$ cat src/rtl/video_stream_gen.sv
// Frame generator that turns a valid/ready pixel stream into registered
// vsync/href/clken/data video timing, one frame per enable-qualified start.
module video_stream_gen #(
    parameter int H_ACTIVE  = 640,
    parameter int V_ACTIVE  = 480,
    parameter int H_BLANK   = 16,
    parameter int V_BLANK   = 8,
    parameter int VSYNC_LEN = 4
) (
    input  logic       clock,
    input  logic       rst,
    input  logic       enable,
    input  logic       s_valid,
    input  logic [7:0] s_data,
    output logic       s_ready,
    output logic       per_frame_vsync,
    output logic       per_frame_href,
    output logic       per_frame_clken,
    output logic [7:0] per_frame_data,
    output logic       frame_done
);

    typedef enum logic [2:0] {
        S_IDLE,
        S_VSYNC,
        S_VBLANK,
        S_LINE,
        S_HBLANK
    } state_t;

    // Blank/sync counters count down from length-1 and are reloaded on state entry.
    localparam logic [15:0] VSYNC_LOAD  = 16'(VSYNC_LEN - 1);
    localparam logic [15:0] VBLANK_LOAD = 16'(V_BLANK - 1);
    localparam logic [15:0] HBLANK_LOAD = 16'(H_BLANK - 1);
    localparam logic [10:0] COL_LAST    = 11'(H_ACTIVE - 1);
    localparam logic [10:0] COL_LIMIT   = 11'(H_ACTIVE);
    localparam logic [10:0] LINE_LIMIT  = 11'(V_ACTIVE);

    state_t      state_q, state_d;
    logic [10:0] col_q, col_d;
    logic [10:0] line_q, line_d;
    logic [15:0] cnt_q, cnt_d;
    logic        transfer;
    logic        frame_end;

    logic       vsync_q, href_q, clken_q, done_q;
    logic [7:0] data_q;

    assign s_ready  = (state_q == S_LINE) && (col_q < COL_LIMIT);
    assign transfer = s_valid && s_ready;

    always_comb begin
        state_d   = state_q;
        col_d     = col_q;
        line_d    = line_q;
        cnt_d     = cnt_q;
        frame_end = 1'b0;
        case (state_q)
            S_IDLE: begin
                if (enable) begin
                    state_d = S_VSYNC;
                    cnt_d   = VSYNC_LOAD;
                    line_d  = '0;
                end
            end
            S_VSYNC: begin
                line_d = '0;
                if (cnt_q == '0) begin
                    state_d = S_VBLANK;
                    cnt_d   = VBLANK_LOAD;
                end else begin
                    cnt_d = cnt_q - 16'd1;
                end
            end
            S_VBLANK: begin
                if (cnt_q == '0) begin
                    state_d = S_LINE;
                    col_d   = '0;
                end else begin
                    cnt_d = cnt_q - 16'd1;
                end
            end
            S_LINE: begin
                // The last transfer of the line moves straight to HBLANK so
                // href covers exactly the cycles that can carry a pixel.
                if (transfer) begin
                    col_d = col_q + 11'd1;
                    if (col_q == COL_LAST) begin
                        state_d = S_HBLANK;
                        cnt_d   = HBLANK_LOAD;
                        line_d  = line_q + 11'd1;
                    end
                end
            end
            S_HBLANK: begin
                if (cnt_q != '0) begin
                    cnt_d = cnt_q - 16'd1;
                end else if (line_q < LINE_LIMIT) begin
                    state_d = S_LINE;
                    col_d   = '0;
                end else begin
                    frame_end = 1'b1;
                    if (enable) begin
                        state_d = S_VSYNC;
                        cnt_d   = VSYNC_LOAD;
                        line_d  = '0;
                    end else begin
                        state_d = S_IDLE;
                    end
                end
            end
            default: begin
                state_d = S_IDLE;
            end
        endcase
    end

    always_ff @(posedge clock or posedge rst) begin
        if (rst) begin
            state_q <= S_IDLE;
            col_q   <= '0;
            line_q  <= '0;
            cnt_q   <= '0;
        end else begin
            state_q <= state_d;
            col_q   <= col_d;
            line_q  <= line_d;
            cnt_q   <= cnt_d;
        end
    end

    // Outputs describe the previous cycle's state and transfer.
    always_ff @(posedge clock or posedge rst) begin
        if (rst) begin
            vsync_q <= 1'b0;
            href_q  <= 1'b0;
            clken_q <= 1'b0;
            done_q  <= 1'b0;
            data_q  <= 8'h00;
        end else begin
            vsync_q <= (state_q == S_VSYNC);
            href_q  <= (state_q == S_LINE);
            clken_q <= transfer;
            done_q  <= frame_end;
            if (transfer) begin
                data_q <= s_data;
            end
        end
    end

    assign per_frame_vsync = vsync_q;
    assign per_frame_href  = href_q;
    assign per_frame_clken = clken_q;
    assign per_frame_data  = data_q;
    assign frame_done      = done_q;

endmodule

$ cat config.mk
export PLATFORM = sky130hd
export DESIGN_NAME = video_stream_gen
export DESIGN_NICKNAME = d
export VERILOG_FILES = /design/src/rtl/video_stream_gen.sv
export SDC_FILE = /design/constraint.sdc
export NUM_CORES = 1
export LEC_CHECK = 0
export BUFFER_PORTS_ARGS = -buffer_cell sky130_fd_sc_hd__buf_4
export CORE_AREA = 2 2 102 104
export DETAILED_ROUTE_END_ITERATION = 12
export DIE_AREA = 0 0 104 106
export PLACE_DENSITY = 0.47
export SYNTH_ARGS = -nofsm -noshare
export SYNTH_HDL_FRONTEND = slang
export SYNTH_SLANG_ARGS = --single-unit
$ cat constraint.sdc
create_clock -name clock -period 1.95 [get_ports clock]
set_input_delay 0.195 -clock clock [delete_from_list [all_inputs] [get_ports clock]]
set_output_delay 0.195 -clock clock [all_outputs]
set_load 0.05 [all_outputs]
==> results of run 1 <==
## routing by layer
metal	up-vias	GRT usage [%]
li1	1300	-
met1	1294	18.4
met2	41	22.4
met3	7	2.45
met4	0	3.96
met5	-	0
## layout by cell type, fill, tap and decap left out, types with 6 or more instances in the layout
cell	count
nor2_1	22
mux2_2	9
a31oi_4	6
a21oi_1	22
nand2_1	27
o21ai_0	21
a31oi_1	8
dfrtp_1	53
nor3_1	6
buf_4	84
## area by class of cell
| cell class | instances | area, um2 |
|---|---|---|
| Clock buffer | 5 | 68.8 |
| Tap cell | 136 | 170 |
| Inverter | 10 | 41.3 |
| Clock inverter | 3 | 26.3 |
| Fill cell | 991 | 5900 |
| Multi-Input combinational cell | 226 | 1720 |
| Sequential cell | 53 | 1330 |
| Timing Repair Buffer | 92 | 748 |
## power breakdown
part	switching, mW	total [mW]	internal, mW
Sequential	0.190	1.57	1.38
Combinational	1.97	3.46	1.49
Clock	0.415	0.677	0.262
Total	2.57	5.70	3.13
## state kept, by name (all words and copies together) (netlist names)
name	count
col_q	11
state_q	3
per_frame_data	8
per_frame_href	1
per_frame_clken	1
line_q	11
frame_done	1
cnt_q	16
per_frame_vsync	1
## path summary, 6_finish.rpt
kind                                      to  slack (ns)  cells after the start
max                                 cnt_q[0]       -0.02                      7
min                        per_frame_data[0]        0.11                      2
max reg2reg                         cnt_q[0]       -0.02                      7
min reg2reg                         col_q[6]        0.51                      1
max in group asynchronous         state_q[1]        0.90                      4
min in group asynchronous           cnt_q[9]        0.48                      3
## metrics by stage
step | power [mW] | setup TNS [ns] | area (um2)
2_1_floorplan | 3.35 | 0 | 2900
5_1_grt | 6.06 | -0.789 | 4100
6_report | 5.70 | -0.0184 | 4100
3_5_place_dp | 4.59 | -0.311 | 3700
3_3_place_gp | 4.56 | -0.263 | 3700
4_1_cts | 5.30 | 0 | 3820
## timing repair
item	CTS	global route
resized for setup	3	39
gates cloned	0	2
setup buffers	0	5
pin swaps	4	13
hold buffers	1	0
endpoints found under the hold margin	23	0
setup endpoints to repair	18	27
## synth_stat cells (6+ instances only)
cell	instances	area, um2
a31oi_1	13	81.3
dfrtp_1	53	1330
a21oi_1	24	120
nor3_1	7	35.0
mux2_2	10	113
clkbuf_1	7	26.3
nand2_1	27	101
inv_1	8	30.0
nor2_1	23	86.3
o21ai_0	21	105
o21a_1	6	45.0
## kinds of logic after synthesis
kind of cell	synth area share, %
compound gates	25.6
simple gates	18.8
flops	45.9
buf+inv	3.42
mux	4.24
fa+ha+maj	1.73
xor+xnor	0.303
==> summary.md, run 1 <==
| Metric | Value |
|---|---|
| Later-pin clock latency in the skew report | `0.31 ns` |
| Final period util | `101%` |
| Syn avg cell area | `9.63 um2` |
| Mapped cell area | `0.00289 mm2` |
| Outcome | `finished, violations left` |
| Pins Over Slew Limit | `0` |
| Ys Warns | `0` |
| Crit. End Element | `flip-flop` |
| Placed Cells | `509` |
| Yosys reg bits | `53` |
| Pre-Repair DR Iteration Count | `4` |
| CTS clk-pin slew, worst paths | `0.11 ns` |
| Metal2 WL | `3630 um` |
| Initial Util | `28.9%` |
| Crit path max fanout | `5` |
| Asr flop ratio synth | `between 90% and 100%` |
| Hold_ws | `between 0.1 and 0.15 ns` |
| Crit-path max cell delay | `0.41 ns` |
| Number of flops mapped to enable cells by yosys | `0` |
| Hold path start | `s_data[0]` |
| First-pass GRT wire length | `roughly 12000 um` |
| Top Ports | `25` |
| Final nets | `404` |
| Syn Inst Count | `300` |
| Main synth FF type | `dfrtp_1` |
| Worst Tran Pin Value | `0.560 ns` |
| Area growth syn-to-layout | `41.8%` |
| Setup crit start kind | `flip-flop` |
| Hold Path Class | `in -> reg` |
| Diodes inserted | `0` |
| Core Area | `0.0100 mm2` |
| Post-synth net total | `316` |
| Achievable clock frequency | `0.508 GHz` |
| Violation count after the first detailed-route iteration | `about 130` |
| Remaining DRCs | `0` |
| Routed vias | `2642` |
| Clock Skew | `0.00300 ns` |
| Worst-path cell chain | `inv_2 -> ha_4 -> nor4b_4 -> and4_1 -> o21ai_2 -> o2111a_2 -> mux2_2` |
| CTS Sinks | `53` |
| Cell variety after synth | `59` |
| Via density | `5.03` |
| Critical path arrival | `2.18 ns` |
| Total GRT Usage | `a little over an eighth` |
| Final worst slack | `-0.0184 ns` |
| Max-cap violations | `0` |
| FP Rows | `37` |
| Die H | `106 um` |
| Initial antenna violation count | `0` |
| WP buf/inv | `1` |
| Failing checks | `negative setup slack` |
| Seq/Total Area, Yosys | `a little under half` |
| Total grt overflow | `0` |
| Final Routed Wirelength | `7600 um` |
| Leak Pwr | `about 1.8 nW` |
| Final-report hold violation count | `0` |
| H-tree depth | `2` |
| Maximum vdd ir drop | `0.482 mV` |
| CP Class | `reg -> reg` |
| Clock Path Buffers | `2` |
| Final min period | `about 2 ns` |
| RR Startpoint | `cnt_q[1]` |
| Largest net degree at the start of global routing | `31` |
| Detailed placement HPWL | `~5200 um` |
| Full die area | `0.0110 mm2` |
| Slew margin rel. | `62.6%` |
| Non-Filler Instances | `approximately 530` |
| RD Place Congestion | `0.730` |
| Post-place setup slack | `-0.0518 ns` |
| Slowest CP cell | `dfrtp_1` |
| Die W | `roughly 100 um` |
| Wirelength per Cell | `14.5 um` |
| CTS tree | `done` |
| M1 WL | `3670 um` |
| Post-DRT Antenna Nets | `0` |
| Number of global-route vias before repair | `2525` |
| PD cells | `1390 mW/mm2` |
| CP Data Required Time | `2.16 ns` |
| Setup Viol. Count Final | `1` |
| RSZ-0062 raised after global routing | `yes` |
| Delay-heaviest family, CP | `simple AND/OR/NAND/NOR gates` |
| Fin util | `41.0%` |
| Met3 routed WL | `204 um` |
| Port bufs | `24` |
| Worst setup path startpoint | `cnt_q[1]` |
| Fraction of layout cells with a size suffix above 1 | `41.1%` |
| Uppermost layer routed | `met4` |
| TritonCTS buffer count | `5` |
| CTS root buf | `clkbuf_8` |
Note: power is estimated with default switching activity, not from simulation.
==> run 2, diff against run 1 <==
CELL_PAD_IN_SITES_DETAIL_PLACEMENT = 0   (was unset)
CELL_PAD_IN_SITES_GLOBAL_PLACEMENT = 1   (was unset)
PLACE_DENSITY = 0.57   (was 0.47)
==> summary.md, run 2 (synthesis results as in run 1) <==
| Metric | Value |
|---|---|
| Wirelength per Cell | `14.3 um` |
| Clock Path Buffers | `2` |
| Initial Util | `28.9%` |
| Crit. End Element | `flip-flop` |
| Initial antenna violation count | `0` |
| Slew margin rel. | `66.9%` |
| PD cells | `roughly 1400 mW/mm2` |
| Violation count after the first detailed-route iteration | `83` |
| Total GRT Usage | `14.7%` |
| Final-report hold violation count | `0` |
| Diodes inserted | `0` |
| Final period util | `97.6%` |
| Full die area | `0.0110 mm2` |
| Via density | `4.89` |
| CTS tree | `done` |
| CP Data Required Time | `2.15 ns` |
| Achievable clock frequency | `approximately 0.53 GHz` |
| Maximum vdd ir drop | `0.657 mV` |
| Core Area | `0.0100 mm2` |
| H-tree depth | `2` |
| TritonCTS buffer count | `5` |
| First-pass GRT wire length | `approximately 13000 um` |
| Routed vias | `2595` |
| Fraction of layout cells with a size suffix above 1 | `slightly below 40%` |
| Most frequent cells in the layout | `buf_4, dfrtp_1, nand2_1` |
| CTS clk-pin slew, worst paths | `approximately 0.11 ns` |
| Post-DRT Antenna Nets | `0` |
| Later-pin clock latency in the skew report | `0.31 ns` |
| Pre-Repair DR Iteration Count | `4` |
| Setup crit start kind | `flip-flop` |
| Hold_ws | `0.106 ns` |
| Setup Viol. Count Final | `0` |
| Max reg flops | `16` |
| Leak Pwr | `approximately 1.8 nW` |
| Die W | `around 100 um` |
| Setup TNS Final | `0 ns` |
| Max-cap violations | `0` |
| FP Rows | `37` |
| Number of global-route vias before repair | `2682` |
| Top reg by flops | `cnt_q` |
| Most common cell after layout, fill and taps aside | `buf_4` |
| RSZ-0062 raised after global routing | `yes` |
| CTS root buf | `clkbuf_8` |
| Remaining DRCs | `0` |
| Final min period | `1.90 ns` |
| Final Routed Wirelength | `7580 um` |
| CTS Sinks | `53` |
| Top Ports | `25` |
| Clock Skew | `0.0107 ns` |
| Hold Path Class | `in -> reg` |
| Critical path arrival | `between 2 and 2.5 ns` |
| Final nets | `410` |
| RD Place Congestion | `0.760` |
| Pins Over Slew Limit | `0` |
| Port bufs | `24` |
| CP Class | `reg -> reg` |
| Die H | `roughly 110 um` |
| Top flop regs | `cnt_q (16), col_q (11), line_q (11)` |
| Outcome | `finished clean` |
| Total grt overflow | `0` |
| Detailed placement HPWL | `5480 um` |
| Area growth syn-to-layout | `36.8%` |
| Worst Tran Pin Value | `0.495 ns` |
| Crit path max fanout | `5` |
| Largest net degree at the start of global routing | `35` |
-- run 2: changes by cell type in the layout (fill, tap and decap cells not counted), sizes merged --
cell	delta
buf	+6
clkinv	+1
clkinvlp	-1
-- run 2: per-layer routing --
layer	part of all wire, %	GRT usage, %	routed length [um]
met1	49	20.0	3700
met2	48	24.7	3670
met3	2.1	2.27	161
met4	0.69	3.19	52
met5	0	0	0
-- run 2: worst max-delay path, stage by stage, from the launching register on --
cell,delay [ns]
dfrtp_1,0.40
nor4_2,0.26
buf_4,0.18
nand4_2,0.15
buf_6,0.17
o31a_1,0.33
nor2_4,0.22
a21oi_1,0.09
-- run 2: power breakdown --
part	internal (mW)	switching, mW
Sequential	1.38	0.195
Clock	0.256	0.391
Combinational	1.39	1.74
-- run 2: final cells by class --
class,count,area [um2]
fill,1045,6050
timing repair buffer,98,779
multi-input combinational,226,1540
tap,136,170
inverter,10,41.3
clock inverter,3,21.3
clock buffer,5,68.8
sequential,53,1330
-- run 2: worst paths after layout --
| check | to | slack (ns) | cells past startpoint | startpoint |
|---|---|---|---|---|
| setup / recovery | line_q[9] | 0.05 | 7 | cnt_q[6] |
| hold / removal | per_frame_data[5] | 0.11 | 2 | s_data[5] |
| setup reg to reg | line_q[9] | 0.05 | 7 | cnt_q[6] |
| hold reg to reg | line_q[4] | 0.51 | 1 | line_q[4] |
| max in group asynchronous | line_q[1] | 0.93 | 4 | rst |
| min in group asynchronous | cnt_q[6] | 0.46 | 3 | rst |
-- run 2: stage by stage --
stage	total power, mW	cell area [um2]	cells	util (%)	worst slack [ns]
after floorplan	3.35	2900	300	-	0.0523
after global placement	4.59	3740	516	37.4	-0.0337
after detailed placement	4.60	3740	516	37.4	-0.0614
after CTS	5.36	3890	527	38.9	0.00562
after global routing	5.76	3950	531	39.5	-0.0828
final	5.36	3950	531	39.5	0.0476
-- run 2: timing repair --
item,in CTS,in global routing
hold buffers,1,0
resized for setup,5,14
cloned,1,0
endpoints found under the hold margin,19,0
endpoints found under the setup margin,25,29
setup buffers,1,4
pin swaps,3,11
==> run 3, diff against run 2 <==
ABC_AREA = 1   (was unset)
CORE_AREA = 2 2 107 109   (was 2 2 102 104)
DIE_AREA = 0 0 109 111   (was 0 0 104 106)
PLACE_DENSITY = 0.6   (was 0.57)
SETUP_SLACK_MARGIN = 0.1   (was unset)
==> summary.md, run 3 <==
| Metric | Value |
|---|---|
| Port bufs | `24` |
| Setup Viol. Count Final | `0` |
| Initial antenna violation count | `0` |
| Cell variety after synth | `28` |
| Slew margin rel. | `71.5%` |
| Clock Skew | `0.0100 ns` |
| Main synth FF type | `dfrtp_1` |
| Total GRT Usage | `14.2%` |
| Syn avg cell area | `7.16 um2` |
| Ys Warns | `0` |
| Max reg flops | `16` |
| Via density | `4.51` |
| Post-place setup slack | `0.163 ns` |
| Asr flop ratio synth | `100%` |
| Crit. End Element | `primary output` |
| Yosys reg bits | `53` |
| CP Data Required Time | `1.75 ns` |
| Die H | `111 um` |
| Fin util | `36.6%` |
| Setup TNS Final | `0 ns` |
| Detailed placement HPWL | `roughly 5800 um` |
| Most frequent cells in the layout | `nand2_1, dfrtp_1, nor2_1` |
| Core Area | `0.0111 mm2` |
| Leak Pwr | `2.03 nW` |
| Design area | `0.00406 mm2` |
| Fraction of layout cells with a size suffix above 1 | `20.8%` |
| Most common cell after layout, fill and taps aside | `nand2_1` |
| Hold Path Class | `in -> reg` |
| Synth area leaders | `dfrtp_1, nand2_1, nand3_1` |
| CTS tree | `done` |
| Post-synth net total | `464` |
| H-tree depth | `2` |
| Most frequent cells after synthesis | `nand2_1, dfrtp_1, nor2_1` |
| Yosys top cell area share | `41.4%` |
| CTS clk-pin slew, worst paths | `0.08 ns` |
| Achievable clock frequency | `between 0.5 and 0.6 GHz` |
| Syn Inst Count | `448` |
| Worst-path cell chain | `nand2_1 -> nor2_4 -> buf_4 -> nand2_1 -> nor2_2 -> buf_6` |
| CP Class | `reg -> out` |
| Cell mode on critical path | `nand2_1` |
| Worst Tran Pin Value | `0.422 ns` |
| Pins Over Slew Limit | `0` |
| Number of global-route vias before repair | `2891` |
| Top Ports | `25` |
| Wirelength per Cell | `12.9 um` |
| Hold_ws | `0.0829 ns` |
| Full die area | `0.0121 mm2` |
| Setup crit start kind | `flip-flop` |
| Routed vias | `between 2000 and 3000` |
| Post-DRT Antenna Nets | `0` |
| Final-report hold violation count | `0` |
| Slowest CP cell | `dfrtp_2` |
| Count leader, synth | `nand2_1` |
| Critical path arrival | `1.56 ns` |
| RD Place Congestion | `between 0.7 and 0.8` |
| Die W | `approximately 110 um` |
| Placed Cells | `approximately 630` |
| First-pass GRT wire length | `13800 um` |
| Violation count after the first detailed-route iteration | `99` |
| Final nets | `515` |
| Final period util | `roughly 90%` |
| Largest net degree at the start of global routing | `54` |
| Crit path max fanout | `5` |
| Top flop regs | `cnt_q (16), col_q (11), line_q (11)` |
| FP Rows | `39` |
| Final Routed Wirelength | `between 8000 and 9000 um` |
| Remaining DRCs | `0` |
| Mapped cell area | `roughly 0.0032 mm2` |
| PnR Total Power | `6.08 mW` |
| CTS root buf | `clkbuf_16` |
| Diodes inserted | `0` |
| Maximum vdd ir drop | `0.600 mV` |
| TritonCTS buffer count | `5` |
| Synth area leader | `dfrtp_1` |
| Outcome | `finished clean` |
| Placed Instance Area | `0.00366 mm2` |
| Number of flops mapped to enable cells by yosys | `0` |
| Initial Util | `28.9%` |
| Later-pin clock latency in the skew report | `about 0.3 ns` |
| Final min period | `1.76 ns` |
| Final worst slack | `0.192 ns` |
| Clock Path Buffers | `2` |
| Seq/Total Area, Yosys | `approximately two fifths` |
| Total grt overflow | `0` |
| CTS Sinks | `53` |
| Crit-path max cell delay | `0.43 ns` |
| RSZ-0062 raised after global routing | `yes` |
| Top reg by flops | `cnt_q` |
| Max-cap violations | `0` |
| PD cells | `1500 mW/mm2` |
| Non-Filler Instances | `643` |
| Area growth syn-to-layout | `26.6%` |
| Pre-Repair DR Iteration Count | `4` |
run 3: changes by cell type after synthesis, moves of 6 or more:
cell	previous run	this run
inv_1	8	40
nand3_1	5	39
a31oi_1	13	0
nor2_1	23	51
xnor2_1	1	7
mux2_2	10	0
nor2_2	0	6
a21oi_1	24	2
xor2_1	0	19
clkbuf_1	7	0
nand2_1	27	160
run 3: routing by layer:
metal,vias to the layer above,global-route usage (%),part of all wire (%)
met1,1351,19.2,46
li1,1504,-,-
met4,0,3.93,1.5
met5,-,0,0
met2,36,23.1,49
met3,9,2.70,3.1
run 3: final timing paths:
path / start / to / slack [ns] / cells past startpoint
min reg2reg: per_frame_data[5] / per_frame_data[5] / 0.49 / 2
max reg2reg: state_q[1] / col_q[0] / 0.23 / 8
min: s_data[5] / per_frame_data[5] / 0.08 / 3
max in group asynchronous: rst / state_q[1] / 1.16 / 4
max: state_q[1] / s_ready / 0.19 / 6
min in group asynchronous: rst / line_q[10] / 0.51 / 4
run 3: where the power goes:
group	switching [mW]	leakage, nW	internal, mW	total [mW]
clock network	0.462	0.0944	0.742	1.20
registers	0.215	0.708	1.34	1.56
logic	2.09	1.23	1.23	3.32
total	2.77	2.03	3.31	6.08
run 3: repair_timing:
action                                 CTS  global route
setup endpoints to repair                1            42
hold buffers                             1             0
buffers inserted                         0             7
endpoints found under the hold margin   53             0
resized for setup                        1            39
pin swaps                                0             4
gates cloned                             0             2
run 3: cell type report:
class                           count  area (um2)
Clock inverter                      3        68.8
Clock buffer                        5         125
Inverter                           46         173
Timing Repair Buffer               50         419
Multi-Input combinational cell    343        1770
Tap cell                          143         179
Fill cell                        1177        7020
Sequential cell                    53        1330
run 3: kinds of logic (layout without fill, tap and decap cells):
kind of cell	count (synthesis)	in the layout	synth area share (%)
flops	53	53	41.4
compound gates	30	30	4.80
buf+inv	53	104	7.03
xor+xnor	26	26	7.10
simple gates	282	283	38.1
fa+ha+maj	4	4	1.56
run 3: worst max-delay path: cells and delay by family, from the launching register on:
kind / cells / cell delay (ns)
and+or+nand+nor: 4 / 0.50
DFF: 1 / 0.43
buffers and inverters: 2 / 0.33
